==> config.mk <==
export PLATFORM = sky130hd
export DESIGN_NAME = ctrl_pipe
export DESIGN_NICKNAME = d
export VERILOG_FILES = /design/src/rtl/ctrl_pipe.sv
export SDC_FILE = /design/constraint.sdc
export NUM_CORES = 1
export LEC_CHECK = 0
export CORE_MARGIN = 2
export CORE_UTILIZATION = 35
export DETAILED_ROUTE_END_ITERATION = 8
export PLACE_DENSITY = 0.69
export SKIP_LAST_GASP = 1
export SLEW_MARGIN = 25
export SYNTH_ARGS = -nofsm -noshare
export SYNTH_HDL_FRONTEND = slang
export SYNTH_SLANG_ARGS = --single-unit
==> constraint.sdc <==
create_clock -name clk -period 3.5 [get_ports clk]
set_input_delay 0.7 -clock clk [delete_from_list [all_inputs] [get_ports clk]]
set_output_delay 0.7 -clock clk [all_outputs]
set_load 0.005 [all_outputs]
==> src/rtl/ctrl_pipe.sv <==
// ctrl_pipe: control pipeline that sits behind the decoder.
// Carries one decoded control bundle per cycle through STAGES registered stages
// (stage 0 = EX ... stage STAGES-1 = WB). It inserts a bubble on a load-use hazard,
// squashes the ID bundle on flush and freezes every stage on mem_stall. It also
// produces the EX-stage forwarding selects and a saturating hazard-bubble counter.
//
// Ports:
//   clk, rst           clock (rising edge), asynchronous active-high reset
//   id_*               decoded bundle presented by ID; id_ready = accepted or flushed
//   flush              squash the ID bundle (ignored while mem_stall is high)
//   mem_stall          hold every stage
//   st_valid/regwen    per-stage flags, bit k = stage k (regwen masked by valid)
//   st_rd/st_payload   per-stage fields, stage k in slice [k*W +: W]
//   fwd_a/fwd_b        EX operand source: 0 = regfile, k = stage k result
//   load_use_stall     a hazard bubble is being inserted this cycle
//   bubble_cnt         saturating count of hazard bubbles
module ctrl_pipe #(
  parameter int unsigned REG_AW    = 5,
  parameter int unsigned STAGES    = 3,
  parameter int unsigned PAYLOAD_W = 11,
  parameter int unsigned CNT_W     = 16,
  parameter int unsigned FW        = $clog2(STAGES)
) (
  input  logic                          clk,
  input  logic                          rst,
  input  logic                          id_valid,
  output logic                          id_ready,
  input  logic [REG_AW-1:0]             id_rs1,
  input  logic [REG_AW-1:0]             id_rs2,
  input  logic                          id_uses_rs1,
  input  logic                          id_uses_rs2,
  input  logic [REG_AW-1:0]             id_rd,
  input  logic                          id_regwen,
  input  logic                          id_is_load,
  input  logic [PAYLOAD_W-1:0]          id_payload,
  input  logic                          flush,
  input  logic                          mem_stall,
  output logic [STAGES-1:0]             st_valid,
  output logic [STAGES-1:0]             st_regwen,
  output logic [STAGES*REG_AW-1:0]      st_rd,
  output logic [STAGES*PAYLOAD_W-1:0]   st_payload,
  output logic [FW-1:0]                 fwd_a,
  output logic [FW-1:0]                 fwd_b,
  output logic                          load_use_stall,
  output logic [CNT_W-1:0]              bubble_cnt
);

  // Per-stage state. Packed so that element k lands in slice [k*W +: W] of the outputs.
  logic [STAGES-1:0]                valid_q;
  logic [STAGES-1:0]                regwen_q;
  logic [STAGES-1:0][REG_AW-1:0]    rd_q;
  logic [STAGES-1:0][PAYLOAD_W-1:0] payload_q;

  // Source/load information is only consulted in EX, so only stage 0 keeps it.
  logic              s0_uses_rs1_q;
  logic              s0_uses_rs2_q;
  logic [REG_AW-1:0] s0_rs1_q;
  logic [REG_AW-1:0] s0_rs2_q;
  logic              s0_is_load_q;

  logic [CNT_W-1:0]  cnt_q;
  logic [CNT_W-1:0]  cnt_d;

  logic hazard;
  logic s0_valid_d;

  // Load-use hazard: the EX-stage load produces a register that the ID bundle reads.
  always_comb begin
    hazard = id_valid && valid_q[0] && s0_is_load_q && regwen_q[0] && (rd_q[0] != '0) &&
             ((id_uses_rs1 && (id_rs1 == rd_q[0])) || (id_uses_rs2 && (id_rs2 == rd_q[0])));
  end

  always_comb begin
    load_use_stall = hazard && !flush && !mem_stall;
    id_ready       = !mem_stall && (flush || !hazard);
    // Flush and hazard both turn the incoming slot into a bubble.
    s0_valid_d     = id_valid && id_ready && !flush;
  end

  always_comb begin
    cnt_d = cnt_q;
    if (load_use_stall && (cnt_q != '1)) begin
      cnt_d = cnt_q + 1'b1;
    end
  end

  always_ff @(posedge clk or posedge rst) begin
    if (rst) begin
      valid_q       <= '0;
      regwen_q      <= '0;
      rd_q          <= '0;
      payload_q     <= '0;
      s0_uses_rs1_q <= 1'b0;
      s0_uses_rs2_q <= 1'b0;
      s0_rs1_q      <= '0;
      s0_rs2_q      <= '0;
      s0_is_load_q  <= 1'b0;
    end else if (!mem_stall) begin
      for (int k = STAGES - 1; k >= 1; k--) begin
        valid_q[k]   <= valid_q[k-1];
        regwen_q[k]  <= regwen_q[k-1];
        rd_q[k]      <= rd_q[k-1];
        payload_q[k] <= payload_q[k-1];
      end
      // Empty slots carry all-zero fields so bubbles never alias a real producer.
      valid_q[0]    <= s0_valid_d;
      regwen_q[0]   <= s0_valid_d && id_regwen;
      rd_q[0]       <= s0_valid_d ? id_rd : '0;
      payload_q[0]  <= s0_valid_d ? id_payload : '0;
      s0_uses_rs1_q <= s0_valid_d && id_uses_rs1;
      s0_uses_rs2_q <= s0_valid_d && id_uses_rs2;
      s0_rs1_q      <= s0_valid_d ? id_rs1 : '0;
      s0_rs2_q      <= s0_valid_d ? id_rs2 : '0;
      s0_is_load_q  <= s0_valid_d && id_is_load;
    end
  end

  always_ff @(posedge clk or posedge rst) begin
    if (rst) begin
      cnt_q <= '0;
    end else begin
      cnt_q <= cnt_d;
    end
  end

  // Forwarding: scan oldest to youngest so the youngest matching producer wins.
  always_comb begin
    fwd_a = '0;
    fwd_b = '0;
    for (int k = STAGES - 1; k >= 1; k--) begin
      if (valid_q[k] && regwen_q[k] && (rd_q[k] == s0_rs1_q)) begin
        fwd_a = FW'(k);
      end
      if (valid_q[k] && regwen_q[k] && (rd_q[k] == s0_rs2_q)) begin
        fwd_b = FW'(k);
      end
    end
    if (!valid_q[0] || !s0_uses_rs1_q || (s0_rs1_q == '0)) begin
      fwd_a = '0;
    end
    if (!valid_q[0] || !s0_uses_rs2_q || (s0_rs2_q == '0)) begin
      fwd_b = '0;
    end
  end

  always_comb begin
    st_valid   = valid_q;
    st_regwen  = valid_q & regwen_q;
    st_rd      = rd_q;
    st_payload = payload_q;
    bubble_cnt = cnt_q;
  end

endmodule

Yosys cells after proc, flatten, opt, wreduce, memory -nomap -nowiden:

Index checks and enable logic that the tools add are counted.

* output and inout port bits: 76
* RAM bits: 0
* ROM bits: 0
* input port bits: 35
* memories kept: 0
* latch bits: 0
* register bits after elaboration: 83
* word-level logic and storage cells: 71

* reductions and logical operators: 38
* div/mod/pow operators: 0
* multiplexer cells: 10
* multiply operators: 0
* add/subtract/negate cells: 1
* shifts and indexed selects: 0
* equal/unequal tests: 7
* $lt $le $gt $ge: 0
* bitwise logic cells: 1

Operators by type and width (number)
* 5-bit equality test: 6
* 1-bit logical AND: 23
* 16-bit by 1-bit adder with 16-bit output (second input constant): 1
* 16-bit inequality test (second input constant): 1
* 5-bit two-way mux: 3
* 2-bit two-way mux: 6
* 11-bit two-way mux: 1
* 5-bit zero test: 2
* 1-bit zero test: 6
* 1-bit logical OR: 6
* 5-bit nonzero test: 1
* 3-bit bitwise AND: 1

Logic depth before layout (Yosys ltp):

Gate-level depths: netlist of run 1.

* depth in word-level cells: 11
* gate-level depth with buffers: 7
* gate-level depth less buffers: 6

Least setup slack after synthesis of run 1:

OpenSTA, ideal clock, no wires.

* path kind: input port to output port
* from: input port mem_stall
* to: output port id_ready
* stages on the path: 4
* buffers on the path: 3
* data required time: 2.800 ns
* slack: 1.194 ns
* arrival: 1.606 ns
* cells stage by stage: clkbuf_1 -> clkbuf_1 -> clkbuf_1 -> a41oi_1

* cells in the longest elaborated chain, start to end: 2

RTL lines
* start, declared: RTL line 37 `input logic mem_stall,`
* 1-bit zero test
* 1-bit logical AND: RTL line 75 `id_ready = !mem_stall && (flush || !hazard);`
* end, declared: RTL line 27 `output logic id_ready,`

Every way passes these cells.

Worst setup path after layout of run 1:

* from: input port id_rs2[1]
* to: output port load_use_stall

* cells in the longest elaborated chain, start to end: 6

RTL lines
* start, declared: RTL line 29 `input logic [REG_AW-1:0] id_rs2,`
* 5-bit equality test: RTL line 70 `((id_uses_rs1 && (id_rs1 == rd_q[0])) || (id_uses_rs2 && (id_rs2 == rd_q[0])));`
* 1-bit logical AND: RTL line 70
* 1-bit logical OR: RTL line 70
* 1-bit logical AND: RTL line 69 `hazard = id_valid && valid_q[0] && s0_is_load_q && regwen_q[0] && (rd_q[0] != '0) &&`
* 1-bit logical AND (2 in a row): RTL line 74 `load_use_stall = hazard && !flush && !mem_stall;`
* end, declared: RTL line 44 `output logic load_use_stall,`

Every way passes these cells.

==> results by stage, run 1 <==
Timing:
- Measured against its own limit, the worst slew margin works out to 46.0%.
- After layout, the worst path uses 93.4% of the clock period.
- The final number of hold-violating endpoints is 0.
- Counting I/O delays and the setup requirement, the final critical path takes 3.27 ns.
- The post-route setup TNS is 0 ns.
- Clock skew on the completed layout was measured at 0.0116 ns.
- The maximum achievable frequency is 0.306 GHz.
- Setup slack on the critical path of the routed design comes to 0.231 ns.
- The final number of max-transition violations is 0.
- The slew at the pin with the worst max-slew slack is 0.809 ns.
- Setup repair after global routing left no endpoint under its margin.
- The total setup violations reported at the end of the flow is 0.

Global route:
- The via count of the first global-routing pass is 2829.
- Global routing used 16.3% of the available tracks.
- The residual overflow from global routing is 0.
- The number of antenna violations at the first check in global routing came to 0.
- Entering global routing, the biggest net connects 84 pins.
- The first global-routing pass estimated 14500 um of wire.

Drt:
- The remaining routing DRC violations is 0.
- The violation count after the first detailed-route iteration is 89.
- Once detail routing completed, the nets flagged for antenna violations numbered 0.
- The average detailed-routed wire length per instance is 16.7 um.
- The detailed router placed 2721 vias in this run.
- Dividing the detail-routed via count by the number of cells gives 5.06.
- The total iterations of the first detailed-routing run is 4.
- The wire length after detailed routing is 8990 um.

Power and ir drop:
- The ratio of total power to cell area is 392 mW/mm2.
- In this run the static leakage power is 2.37 nW.
- The worst vdd rail ir drop is 0.189 mV.
- The post-route total power is 2.02 mW.

Clock network:
- Clock latency on the worst-skew pair, taken at its later pin, is 0.35 ns.
- The number of setup buffers added after CTS is 0.
- Clock-pin slew was measured on the worst setup and hold paths at 0.08 ns.
- The tree built by TritonCTS fans out to 83 sinks.
- The clock passes through at most 2 buffers.
- The CTS tree is built.
- The number of clock buffers added by TritonCTS is 9.
- The number of levels in the clock H-tree is 3.
- The quantity of hold-fixing buffers added after cts is 0.
- The clock tree root driver cell is sky130_fd_sc_hd__clkbuf_8.
- In this run, post-CTS repair resized a total of 0 instances.

Floorplanning:
- The initial utilization of the core area, before any placement, comes to 36.2%.
- The cell row count is 37.
- The die boundary height is 107 um.
- The floorplan step defined a core boundary enclosing 0.0103 mm2.
- 111 I/O pins were placed.
- The width of the chip is 107 um.
- The die covers 0.0115 mm2.

Critical path:
- For the worst setup path, the data required time is 2.80 ns.
- Data arrives at the worst endpoint at 2.57 ns.
- By startpoint and endpoint, the worst setup path is classified as input pin to output port.
- The cell with the largest stage delay on the worst path is sky130_fd_sc_hd__clkdlybuf4s50_1.
- The highest net fanout along the worst path is 3.
- The worst setup path is captured at an output port.
- The kind of launch point of the worst setup path is an input pin.
- In this run the critical register-to-register path is launched from st_rd[1].
- The beginning of the critical path is id_rs2[1].
- The kind of cell adding the most delay to the critical path is buffers and inverters.
- The number of buffers and inverters on the critical path is 3.
- Walking the worst path, the cells encountered are clkdlybuf4s50_1 -> xnor2_1 -> nand4_1 -> o22ai_1 -> buf_4 -> and3_2 -> clkdlybuf4s50_1.
- The most used cell along the critical path is sky130_fd_sc_hd__clkdlybuf4s50_1.
- The largest single stage delay on the critical path is 0.50 ns.

Final layout:
- The area added between synthesis and finish is 37.8%.
- The antenna diode instance count is 0.
- In the final layout, the share of cells above drive strength 1 is 22.4%.
- The final layout net count is 434.

Place:
- The weighted congestion reported at the end of routability-driven placement is 0.810.
- The wire-length estimate of the detail-placed layout is 6170 um.
- In this run the tool buffered the top-level ports with 110 buffer cells.
- The pre-CTS setup slack is 0.244 ns.

Synth:
- During synthesis, Yosys emitted a total of 0 warnings.
- The synthesized netlist net count is 322.
- The post-synthesis sequential area ratio is 55.6%.
- Synthesis produced 286 cells.
- The average size of a mapped cell is 13.1 um2.
- The number of storage elements in the synthesis netlist is 83.
- The number of different library cells in the post-synthesis netlist is 37.
- In this run the cell area of the synthesized design comes to 0.00374 mm2.

Status:
- The flow ran to the end, and the final reports show no timing, DRC or antenna violations.

Hold path:
- The class of the worst hold path is flop to flop.
- The startpoint identified for the worst hold timing path is bubble_cnt[15].

Job:
- The number of maximum-capacitance violations is 0.
logic make-up after synthesis:
| family | count (synthesis) | synth area share [%] |
|---|---|---|
| flops | 83 | 55.6 |
| buf+inv | 19 | 2.75 |
| fa+ha+maj | 1 | 0.335 |
| simple gates | 61 | 9.41 |
| mux | 36 | 10.8 |
| xor+xnor | 43 | 10.1 |
| compound gates | 43 | 11.0 |
layer usage:
| layer | vias to the layer above | part of all wire [%] | GRT usage [%] |
|---|---|---|---|
| met4 | 0 | 0.72 | 4.49 |
| met1 | 1364 | 44 | 21.7 |
| met2 | 83 | 48 | 25.6 |
| met5 | - | 0 | 0 |
| li1 | 1267 | - | - |
| met3 | 7 | 6.7 | 5.21 |
stage by stage:
stage | cells | util [%] | instance area (um2) | hold slack [ns]
4_1_cts | 538 | 49.9 | 5150 | 0.497
5_1_grt | 538 | 49.9 | 5150 | 0.523
6_report | 538 | 49.9 | 5150 | 0.500
3_3_place_gp | 523 | 48.2 | 4970 | 0.483
2_1_floorplan | 286 | - | 3740 | 0.471
3_5_place_dp | 523 | 48.2 | 4970 | 0.478
Yosys cell counts:
cell type | count | share of area, %
sky130_fd_sc_hd__o21ai_0 | 1 | 0.13
sky130_fd_sc_hd__o311a_1 | 2 | 0.54
sky130_fd_sc_hd__nor2_4 | 1 | 0.30
sky130_fd_sc_hd__clkbuf_1 | 9 | 0.90
sky130_fd_sc_hd__o211a_1 | 1 | 0.27
sky130_fd_sc_hd__ha_1 | 1 | 0.33
sky130_fd_sc_hd__nand2_1 | 11 | 1.1
sky130_fd_sc_hd__nor4b_1 | 2 | 0.47
sky130_fd_sc_hd__or4_1 | 2 | 0.40
sky130_fd_sc_hd__nand3_1 | 7 | 0.94
sky130_fd_sc_hd__xor2_1 | 23 | 5.4
sky130_fd_sc_hd__nand4_1 | 6 | 1.0
sky130_fd_sc_hd__inv_1 | 5 | 0.50
sky130_fd_sc_hd__and2_1 | 4 | 0.67
sky130_fd_sc_hd__a22o_2 | 28 | 7.5
sky130_fd_sc_hd__a22o_1 | 2 | 0.47
sky130_fd_sc_hd__a41oi_1 | 1 | 0.23
sky130_fd_sc_hd__or3_1 | 1 | 0.17
sky130_fd_sc_hd__a221oi_1 | 1 | 0.23
sky130_fd_sc_hd__nor3b_1 | 2 | 0.40
sky130_fd_sc_hd__mux2_2 | 36 | 11
sky130_fd_sc_hd__nor4_1 | 3 | 0.50
sky130_fd_sc_hd__and3_1 | 5 | 0.84
sky130_fd_sc_hd__dfrtp_1 | 83 | 56
sky130_fd_sc_hd__a21o_2 | 1 | 0.23
sky130_fd_sc_hd__and4_1 | 3 | 0.70
sky130_fd_sc_hd__o22a_1 | 1 | 0.23
sky130_fd_sc_hd__buf_2 | 1 | 0.13
sky130_fd_sc_hd__o211ai_2 | 1 | 0.33
sky130_fd_sc_hd__nor3_1 | 12 | 1.6
sky130_fd_sc_hd__nor2_1 | 1 | 0.10
sky130_fd_sc_hd__and3_2 | 1 | 0.20
sky130_fd_sc_hd__o22ai_1 | 2 | 0.33
sky130_fd_sc_hd__xnor2_1 | 20 | 4.7
sky130_fd_sc_hd__o211ai_1 | 1 | 0.20
sky130_fd_sc_hd__buf_6 | 4 | 1.2
sky130_fd_sc_hd__a21boi_2 | 1 | 0.30
cell usage in the layout, fill, tap and decap left out, types with 2 or more instances in the layout:
cell type / n
sky130_fd_sc_hd__nor4b_1: 2
sky130_fd_sc_hd__nor3_1: 12
sky130_fd_sc_hd__xor2_1: 23
sky130_fd_sc_hd__or4_1: 2
sky130_fd_sc_hd__dfrtp_1: 83
sky130_fd_sc_hd__and3_1: 5
sky130_fd_sc_hd__mux2_2: 36
sky130_fd_sc_hd__clkdlybuf4s50_1: 109
sky130_fd_sc_hd__nor3b_1: 2
sky130_fd_sc_hd__a22o_1: 2
sky130_fd_sc_hd__nand2_1: 11
sky130_fd_sc_hd__nor4_1: 3
sky130_fd_sc_hd__o311a_1: 2
sky130_fd_sc_hd__clkinv_2: 3
sky130_fd_sc_hd__nand4_1: 6
sky130_fd_sc_hd__and4_1: 3
sky130_fd_sc_hd__buf_4: 4
sky130_fd_sc_hd__xnor2_1: 20
sky130_fd_sc_hd__and2_1: 4
sky130_fd_sc_hd__a22o_2: 28
sky130_fd_sc_hd__nand3_1: 7
sky130_fd_sc_hd__inv_1: 4
sky130_fd_sc_hd__o22ai_1: 2
sky130_fd_sc_hd__clkbuf_8: 12
final timing paths:
check	cells after the start	to	slack (ns)
worst min register to register	1	bubble_cnt[15]	0.50
max in group asynchronous	3	st_payload[30]	2.36
worst max-delay path	7	load_use_stall	0.23
worst max register to register	5	s0_rs2_q[3]	1.25
min in group asynchronous	3	st_payload[29]	0.70
worst min-delay path	1	bubble_cnt[15]	0.50
worst reg2reg max path: stages, from the launching register on:
cell and delay (ns):
sky130_fd_sc_hd__dfrtp_1 0.49, sky130_fd_sc_hd__or4_1 0.56, sky130_fd_sc_hd__o211a_1 0.30, sky130_fd_sc_hd__a21boi_2 0.26, sky130_fd_sc_hd__buf_4 0.37, sky130_fd_sc_hd__a22o_2 0.22
where the power goes:
group          internal [mW]  switching [mW]
Sequential              1.01          0.0594
Clock                  0.311           0.328
Combinational          0.198           0.110
layout make-up:
type,count,area [um2]
Fill cell,942,5170
Sequential cell,83,2080
Inverter,5,20.0
Multi-Input combinational cell,184,1560
Timing Repair Buffer,115,1150
Clock buffer,13,169
Tap cell,136,170
Clock inverter,2,10.0
flip-flops by register name, indices dropped and copies added (netlist names):
signal / flops
s0_rs1_q: 5
s0_is_load_q: 1
s0_uses_rs2_q: 1
st_payload: 33
bubble_cnt: 16
st_valid: 3
st_rd: 15
s0_uses_rs1_q: 1
regwen_q: 3
s0_rs2_q: 5
(Power assumes the default switching activity.)
==> run 2, diff against run 1 <==
--- a/config.mk
+++ b/config.mk
@@ -5,9 +5,11 @@
 export SDC_FILE = /design/constraint.sdc
 export NUM_CORES = 1
 export LEC_CHECK = 0
+export CAP_MARGIN = 20
 export CORE_MARGIN = 2
 export CORE_UTILIZATION = 35
 export DETAILED_ROUTE_END_ITERATION = 8
+export MAX_ROUTING_LAYER = met4
 export PLACE_DENSITY = 0.69
 export SKIP_LAST_GASP = 1
 export SLEW_MARGIN = 25
==> run 2 against run 1 <==
Sequential cell count unchanged. Maximum frequency decreased by 0.25%. Setup slack got worse by 0.0082 ns. Critical path depth unchanged. Clock power about the same. Wire length decreased by 0.35%. Utilization unchanged. Highest routed layer unchanged. First-iteration DRC count decreased by 5.6%.
==> results by stage, run 2 (synthesis gave the netlist of run 1 again) <==
Timing:
- The tightest hold path in the finished design has a slack of 0.492 ns.
- The final number of hold-violating endpoints was 0.
- The maximum achievable frequency is 0.305 GHz.
- Dividing the final minimum period by the clock period gives 93.6%.
- The maximum clock skew at final layout is 0.0108 ns.
- Setup repair after global routing left no endpoint under its margin.
- The final number of max-transition violations was 0.
- For the pin with the worst max-slew slack, the measured transition is 0.808 ns.
- In this run the tightest slew margin relative to its limit is 46.1%.
- The final critical delay including setup and external delays is 3.28 ns.
- The post-route setup TNS is 0 ns.
- Setup violations remaining at the end of the flow were counted as 0.

Clock network:
- In this run the clock root is driven by a sky130_fd_sc_hd__clkbuf_8.
- CTS built an H-tree with a depth of 3.
- The TritonCTS buffer count is 9.
- TritonCTS built the clock tree.
- In this run, post-CTS hold repair placed 0 buffers.
- The number of setup buffers added after CTS is 0.
- The CTS sink count is 83.
- The maximum clock path buffer count is 2.
- After clock tree synthesis, the clock-pin slew on the worst setup and hold paths is 0.08 ns.
- Once the clock tree was built, the resizer swapped 0 gates to a different size.
- The clock latency on the worst-skew pair is 0.35 ns.

Drt:
- The total vias in the final route is 2731.
- The first routing iteration left 84 violations.
- In the routed layout, each cell is associated on average with a via count of 5.08.
- The pre-antenna-repair detailed-routing pass consisted of 4 iterations.
- After detailed routing, the average wire length per cell comes to 16.6 um.
- The remaining routing DRC violations is 0.
- After detailed routing, the total wire length is 8950 um.
- The detail route stage leaves a number of antenna-violating nets equal to 0.

Floorplanning:
- For this configuration, the core starts out at a cell density of 36.2%.
- The width of the chip is 107 um.
- In this run the core area contains 37 standard-cell rows.
- 111 I/O pins were placed.
- The area enclosed by the die boundary is 0.0115 mm2.
- The core region is 0.0103 mm2.
- Measured along the y axis, the die boundary spans 107 um.

Status:
- The flow ran to the end, and the final reports show no timing, DRC or antenna violations.

Final layout:
- The post-route netlist has 22.4% of its cells at a drive strength greater than 1.
- The register with the most flip-flops in the layout has 33 of them.
- The most common library cell in the layout ignoring fill and taps is sky130_fd_sc_hd__clkdlybuf4s50_1.
- The antenna diode instance count is 0.
- In the layout the commonest cells are sky130_fd_sc_hd__clkdlybuf4s50_1, sky130_fd_sc_hd__dfrtp_1, sky130_fd_sc_hd__mux2_2, sky130_fd_sc_hd__a22o_2, sky130_fd_sc_hd__xor2_1.
- Counting the fill cells in the layout gives 942.
- At the end of the flow, the number of nets in the layout was 434.
- Relative to the synthesized area, the layout overhead comes to 37.8%.

Critical path:
- The number of cells on the worst reg-to-reg path is 5.
- STA classifies the critical path endpoint as an output port.
- Data on the critical path arrives at its endpoint at 2.58 ns.
- The startpoint-to-endpoint class of the critical path is input pin to output port.
- The endpoint identified for the worst register-to-register timing path is s0_rs2_q[3].
- The kind of launch point of the worst setup path is an input pin.
- The largest individual stage delay along the critical path comes from the cell sky130_fd_sc_hd__clkdlybuf4s50_1.
- For the worst setup path, the data required time is 2.80 ns.
- The kind of cell adding the most delay to the critical path is buffers and inverters.
- The register-to-register setup slack is 1.24 ns.
- Counting both buffers and inverters, the worst setup path holds a total of 3.
- By instance count, the cell type seen most on the critical path is sky130_fd_sc_hd__clkdlybuf4s50_1.
- The delay contributed by the slowest stage of the critical path is 0.51 ns.
- Of all nets on the critical path, the largest fanout is 3.
- The beginning of the critical path is id_rs2[1].
- The startpoint identified for the worst register-to-register timing path is st_rd[1].
- Traced cell by cell, the critical path runs through clkdlybuf4s50_1 -> xnor2_1 -> nand4_1 -> o22ai_1 -> buf_4 -> and3_2 -> clkdlybuf4s50_1.

Global route:
- The via count of the first global-routing pass was 2820.
- The residual overflow from global routing is 0.
- Entering global routing, the biggest net connects 84 pins.
- The first global-routing pass estimated 14500 um of wire.
- The total track usage is 16.7%.
- The number of antenna violations at the first check in global routing is 0.

Place:
- The count of buffers inserted at the top-level ports is 110.
- Routability-driven placement finished with a final weighted congestion of 0.821.
- The post-detailed-placement half-perimeter wirelength is 6170 um.

Job:
- The number of maximum-capacitance violations is 0.

Hold path:
- The hold path startpoint is bubble_cnt[5].
- The class of the worst hold path is flop to flop.
- The worst hold path depth is 1.
- The endpoint of the worst hold path is bubble_cnt[5].

Power and ir drop:
- The static leakage power is 2.37 nW.
- The post-route total power is 2.02 mW.
- The ratio of total power to cell area is 392 mW/mm2.
- Across the VDD grid, the largest voltage drop is 0.189 mV.
## run 2: cell counts in the layout (fill, tap and decap cells not counted)
Identical to the previous run, type by type.
## run 2: area by class of cell
class                   count  area (um2)  share of cell area, %
repair buffers            115        1150                   22.3
multi-input cells         184        1560                   30.2
clock buffers              13         169                   3.28
clock inverters             2        10.0                  0.194
inverters                   5        20.0                  0.389
flip-flops and latches     83        2080                   40.3
well taps                 136         170                   3.30
## run 2: through the flow
step,utilization [%],area (um2),worst slack [ns],std cells
after floorplan,-,3740,0.663,286
after global placement,48.2,4970,0.291,523
after detailed placement,48.2,4970,0.244,523
after CTS,49.9,5150,0.232,538
after global routing,49.9,5150,0.165,538
final,49.9,5150,0.223,538
## run 2: layer usage
metal | vias to the layer above | share of wire [%] | track usage, %
met5 | - | 0 | -
met4 | 0 | 0.92 | 5.04
met3 | 8 | 5.3 | 4.30
met2 | 78 | 48 | 25.6
met1 | 1374 | 46 | 21.9
li1 | 1271 | - | -
## run 2: worst max-delay path by stage
stage	endpoint	slack, ns	cells after the start
floorplan	bubble_cnt[0]	0.66	1
global placement	load_use_stall	0.29	7
detailed placement	load_use_stall	0.24	7
CTS	load_use_stall	0.23	7
global route	load_use_stall	0.17	7
finish	load_use_stall	0.22	7
## run 2: where the power goes
part	internal, mW	leakage [nW]	switching (mW)
clock	0.311	0.0953	0.328
combinational	0.198	1.15	0.110
sequential	1.01	1.13	0.0593
